## config.mk

```make
export PLATFORM = sky130hd
export DESIGN_NAME = ibex_irq_arbiter
export DESIGN_NICKNAME = d
export VERILOG_FILES = /design/src/rtl/ibex_irq_arbiter_pkg.sv /design/src/rtl/ibex_irq_prio_enc.sv /design/src/rtl/ibex_irq_arbiter.sv
export SDC_FILE = /design/constraint.sdc
export NUM_CORES = 1
export LEC_CHECK = 0
export CAP_MARGIN = 40
export CORE_ASPECT_RATIO = 0.8
export CORE_MARGIN = 2
export CORE_UTILIZATION = 37
export DETAILED_ROUTE_END_ITERATION = 6
export PLACE_DENSITY = 0.79
export SYNTH_ARGS = -nofsm -noshare
export SYNTH_HDL_FRONTEND = slang
export SYNTH_SLANG_ARGS = --single-unit
export TNS_END_PERCENT = 1
```

## constraint.sdc

```tcl
create_clock -name clk -period 1.6 [get_ports clk]
set_input_delay 0.24 -clock clk [delete_from_list [all_inputs] [get_ports clk]]
set_output_delay 0.24 -clock clk [all_outputs]
set_load 0.05 [all_outputs]
```

## src/rtl/ibex_irq_arbiter_pkg.sv

```systemverilog
// Shared constants for the interrupt arbiter: FSM state encodings and ID sizing.
// Used by ibex_irq_arbiter and ibex_irq_prio_enc.
package ibex_irq_arbiter_pkg;

    localparam int unsigned IRQ_ID_W    = 5;
    localparam int unsigned IRQ_MAX     = 32;
    localparam int unsigned IRQ_STATE_W = 2;

    localparam logic [IRQ_STATE_W-1:0] IRQ_IDLE = 2'd0;
    localparam logic [IRQ_STATE_W-1:0] IRQ_REQ  = 2'd1;
    localparam logic [IRQ_STATE_W-1:0] IRQ_WAIT = 2'd2;

endpackage

```

## src/rtl/ibex_irq_prio_enc.sv

```systemverilog
// Combinational lowest-index-wins priority encoder over NUM_IRQ request lines.
// Produces a valid flag and the 5-bit index of the winning line.
module ibex_irq_prio_enc
    import ibex_irq_arbiter_pkg::*;
#(
    parameter int unsigned NUM_IRQ = 16
) (
    input  logic [NUM_IRQ-1:0]  req,
    output logic                valid_c,
    output logic [IRQ_ID_W-1:0] id_c
);

    // Scan from the top down so the lowest set index is the last one written.
    always_comb begin
        valid_c = 1'b0;
        id_c    = '0;
        for (int i = int'(NUM_IRQ) - 1; i >= 0; i--) begin
            if (req[i]) begin
                valid_c = 1'b1;
                id_c    = IRQ_ID_W'(i);
            end
        end
    end

endmodule

```

## src/rtl/ibex_irq_arbiter.sv

```systemverilog
// Interrupt source arbiter: pending register, masking, fixed-priority selection and
// a request/ack handshake to the core controller. Define IBEX_IRQ_EDGE_EN for edge mode.
module ibex_irq_arbiter
    import ibex_irq_arbiter_pkg::*;
#(
    parameter int unsigned NUM_IRQ = 16
) (
    input  logic                clk,
    input  logic                rst,
    input  logic [NUM_IRQ-1:0]  irq_lines_i,
    input  logic [NUM_IRQ-1:0]  irq_enable_i,
    input  logic                irq_ack_i,
    input  logic [IRQ_ID_W-1:0] irq_id_i,
    output logic                irq_req_ctrl_o,
    output logic [IRQ_ID_W-1:0] irq_id_ctrl_o,
    output logic                irq_o,
    output logic [NUM_IRQ-1:0]  pending_o,
    output logic                ack_err_o
);

    logic [IRQ_STATE_W-1:0] state_q, state_d;
    logic [NUM_IRQ-1:0]     pending_q, pending_d, eligible;
    logic                   enc_valid;
    logic [IRQ_ID_W-1:0]    enc_id;
    logic                   ack_match;
    logic                   req_d;
    logic [IRQ_ID_W-1:0]    id_d;
    logic                   err_d;

    assign eligible  = pending_q & irq_enable_i;
    assign irq_o     = |eligible;
    assign pending_o = pending_q;
    // The presented ID is always below NUM_IRQ, so out-of-range acks can never match.
    assign ack_match = irq_ack_i && (irq_id_i == irq_id_ctrl_o);

    ibex_irq_prio_enc #(
        .NUM_IRQ (NUM_IRQ)
    ) u_prio_enc (
        .req     (eligible),
        .valid_c (enc_valid),
        .id_c    (enc_id)
    );

`ifdef IBEX_IRQ_EDGE_EN
    localparam logic [NUM_IRQ-1:0] ONE = NUM_IRQ'(1);

    logic [NUM_IRQ-1:0] hist_q;
    logic [NUM_IRQ-1:0] clr;

    // History tracks the lines through reset too, so a line held high is not an edge.
    always_ff @(posedge clk) begin
        hist_q <= irq_lines_i;
    end

    // Sticky pending bits; a fresh rising edge wins over a same-cycle clear.
    always_comb begin
        clr = '0;
        if ((state_q == IRQ_REQ) && ack_match) begin
            clr = ONE << irq_id_ctrl_o;
        end
        pending_d = (pending_q & ~clr) | (irq_lines_i & ~hist_q);
    end
`else
    assign pending_d = irq_lines_i;
`endif

    always_ff @(posedge clk) begin
        if (rst) begin
            pending_q <= '0;
        end else begin
            pending_q <= pending_d;
        end
    end

    always_ff @(posedge clk) begin
        if (rst) begin
            state_q        <= IRQ_IDLE;
            irq_req_ctrl_o <= 1'b0;
            irq_id_ctrl_o  <= '0;
            ack_err_o      <= 1'b0;
        end else begin
            state_q        <= state_d;
            irq_req_ctrl_o <= req_d;
            irq_id_ctrl_o  <= id_d;
            ack_err_o      <= err_d;
        end
    end

    // Next-state and next-output logic; no preemption once a request is presented.
    always_comb begin
        state_d = state_q;
        req_d   = irq_req_ctrl_o;
        id_d    = irq_id_ctrl_o;
        err_d   = 1'b0;
        case (state_q)
            IRQ_IDLE: begin
                err_d = irq_ack_i;
                if (enc_valid) begin
                    req_d   = 1'b1;
                    id_d    = enc_id;
                    state_d = IRQ_REQ;
                end
            end
            IRQ_REQ: begin
                if (ack_match) begin
                    req_d   = 1'b0;
                    state_d = IRQ_WAIT;
                end else begin
                    err_d = irq_ack_i;
                end
            end
            IRQ_WAIT: begin
                err_d   = irq_ack_i;
                state_d = IRQ_IDLE;
            end
            default: begin
                req_d   = 1'b0;
                state_d = IRQ_IDLE;
            end
        endcase
    end

endmodule

```

==> summary.md <==
- status: finished with violations
- failing checks: setup timing
- depth of the CTS H-tree: 1
- detailed router's first-iteration violation count: 16
- Post-Synth Adder-Cell Area: 0%
- total global-route track usage: 20.12%
- Cell Int Power: 1.072 mW
- element type at the critical path start: flip-flop
- Slew Limit Fails: 0
- floorplan die height: 52.71 um
- worst slack on hold paths: 0.4935 ns
- max-cap check violation count: 0
- Highest Clock Rate: 0.6116 GHz
- number of antenna violations at the first check in global routing: 0
- average vias per placed instance: 4.863
- 1st-pass router iterations: 4
- number of ports placed on the die boundary: 64
- Setup WS post-layout: -0.03499 ns
- Clock Latency Late Sink: 0.26 ns
- part of the power in combinational logic: 34.7%
- clock-pin slew of the registers on the worst-case setup and hold paths: 0.08 ns
- post-synthesis average cell area: 9.886 um^2
- pre-CTS WS: -0.2771 ns
- P_sw: 493.5 uW
- capturing element type of the critical path: output port
- Die ar.: 3420 um^2
- clock sinks: 24
- via count: 1167
- Final Skew: 0.003716 ns
- final worst-path cycle share: 102.2%
- post-synthesis net count: 151
- endpoint of the worst register-to-register path: irq_id_ctrl_o[0]
- time the worst path needs with I/O delays and setup: 1.635 ns
- Synth Area in XOR/XNOR: 3.193%
- worst reg-to-reg setup slack: 0.02 ns
- drt wl/cell: 12.90 um
- Final Hold Fails: 0
- initial core utilization: 39.38%
- worst reg2reg path depth: 6
- clock root buffer: clkbuf_8
- synthesis warning total: 0
- maximum number of pins on one net before global-route repair: 13
- number of instances in the synthesized netlist: 111
- GPL Wtd Cong: 0.7818
- maximum resistive drop on vdd: 0.6292 mV
- main combinational cell family by area after synthesis: simple AND/OR/NAND/NOR gates
- reported leakage power: 0.8545 nW
- switching part of the total: 31.53%
- DR DRC count: 0
- source of the worst register-to-register timing path: pending_o[14]
- path type of the worst min-delay path: flip-flop to flip-flop
- worst-path maximum fanout: 2
- required time of the worst setup path: 1.36 ns
- fin area: 1978 um^2
- global-route wire length before repair: 5237 um
- Crit. Startpoint: pending_o[14]
- number of buffers added by the clock tree synthesis step: 3
- clock share of power: 21.9%
- post-detailed-placement cell area: 1813 um^2
- HPWL after DPL: 2339 um
- vias in the first global route: 1189
- total congestion overflow after global routing: 0
- core area: 2786 um^2
- area grow syn2layout: 80.27%
- number of register bits inferred by synthesis: 24
- Die X: 64.89 um
- kind of critical path: flip-flop to output port
- signal arrival time at the worst endpoint: 1.39 ns
- Simple-Gate Fraction of Synth Area: 28.16%
- count of input and output buffers: 62
- post-synthesis mux area share: 0%
- setup repair after global routing missed its margin: true
- startpoint of the worst hold path: irq_id_ctrl_o[2]
- post-synthesis sequential area ratio: 43.79%
- Nets: 244
- wire length after detailed routing: 3096 um
- count of cell types in the netlist: 38
- share of cells above drive strength 1: 44.06%
- power density over the cells: 791.2 nW/um^2
- count of final setup violators: 1
- sequential cell fraction of total power: 43.4%
- TritonCTS clock tree: yes
- Site Rows: 17
- hold-fix buffer count after cts: 0
- Compound-Gate Fraction of Synth Area: 22.46%
- post-synthesis instance area: 1097 um^2
- termination of the worst setup path: irq_o
- buffers from clock root to sink, at most: 2
- post-route antenna net violation count: 0
- Antenna Diode Count: 0
synth_stat cells:
master	count	area [um^2]
o221ai_1	1	8.760
o21ai_0	3	15.01
nand4_1	1	6.260
xnor2_1	3	26.28
or2_2	1	6.260
a22o_2	1	10.01
nand2_1	14	52.55
xor2_1	1	8.760
a32o_1	1	10.01
buf_6	1	11.26
or3_2	1	7.510
dfxtp_1	24	480.5
o21ai_4	1	16.27
a22o_1	1	8.760
nor3_1	1	5.000
a32oi_1	1	8.760
a21oi_1	4	20.02
or3b_2	2	17.52
and3_1	1	6.260
a22oi_1	6	45.04
a211oi_1	2	15.01
conb_1	1	3.750
nand4_2	1	12.51
o211a_1	1	10.01
nand3_1	3	15.01
nand4_4	1	21.27
nor2_1	2	7.510
buf_4	1	7.510
clkbuf_1	1	3.750
a22oi_2	4	50.05
and2_1	2	12.51
a2111oi_0	1	8.760
nor2_8	1	20.02
and3b_1	1	8.760
nor2b_1	16	100.1
a31oi_1	2	12.51
or4b_1	1	10.01
o211ai_1	1	7.510
kinds of logic (layout without fill, tap and decap cells):
family | Yosys count | after routing
AO/OA/AOI/OAI | 30 | 30
buffers and inverters | 3 | 94
AND/OR/NAND/NOR | 49 | 49
XOR/XNOR | 4 | 4
flip-flops | 24 | 24
other | 1 | 1
cell usage in the layout, fill, tap and decap left out, types with 8 or more instances in the layout:
cell / count
nor2b_1: 16
dfxtp_2: 16
buf_4: 51
dfxtp_1: 8
a22oi_2: 8
clkdlybuf4s50_1: 23
dlygate4sd2_1: 16
nand2_1: 14
per-stage QoR:
step           std cells  power (mW)  utilization, %  setup TNS (ns)
6_report             240       1.565           70.99        -0.03499
5_1_grt              240       1.633           70.99         -0.1591
4_1_cts              240       1.575           70.86        -0.02668
3_5_place_dp         222       1.199           65.07          -1.184
3_3_place_gp         222       1.191           65.07         -0.9007
2_1_floorplan        111      0.9720               -               0
worst min-delay path by stage:
stage                        to  slack, ns  cells after the start
2_1_floorplan      pending_o[5]       0.30                      1
3_3_place_gp   irq_id_ctrl_o[2]       0.47                      2
3_5_place_dp   irq_id_ctrl_o[1]       0.49                      2
4_1_cts        irq_id_ctrl_o[2]       0.50                      2
5_1_grt           pending_o[12]       0.52                      2
6_report       irq_id_ctrl_o[2]       0.49                      2
critical path, stage by stage, from the launching register on:
cell	delay, ns
dfxtp_2	0.33
a22oi_2	0.20
nand4_2	0.16
or2_4	0.29
buf_8	0.15
final cells by class:
class,count,area (um^2)
Fill cell,222,808.3
Clock buffer,3,41.29
Sequential cell,24,500.5
Timing Repair Buffer,91,768.2
Tap cell,38,47.55
Multi-Input combinational cell,84,620.6
power groups by stage:
stage          clock (mW)  combinational [mW]  sequential [mW]
6_report            0.342               0.543            0.680
5_1_grt             0.368               0.581            0.684
4_1_cts             0.357               0.540            0.678
3_5_place_dp            0               0.504            0.695
3_3_place_gp            0               0.498            0.693
2_1_floorplan           0               0.153            0.819
registers in the layout, indices dropped and copies added, names as in the netlist:
register,cells
irq_id_ctrl_o,4
state_q,2
ack_err_o,1
irq_req_ctrl_o,1
pending_o,16
per-layer routing:
metal  wire (um)  share of wire, %  GRT usage (%)  vias to the layer above
met5           0                 0              0                        -
met4          49               1.6          7.801                        0
met3         254               8.2          5.161                        8
met2        1481                48          35.05                       49
met1        1310                42          23.86                      524
li1            -                 -              -                      586
what timing repair did:
item | 4_1_cts | 5_1_grt
gates resized for setup | 22 | 1
pin swaps | 11 | 1
hold endpoints to repair | 0 | 0
buffers inserted | 15 | 0
setup endpoints to repair | 1 | 2
Note: power is estimated with default switching activity, not from simulation.
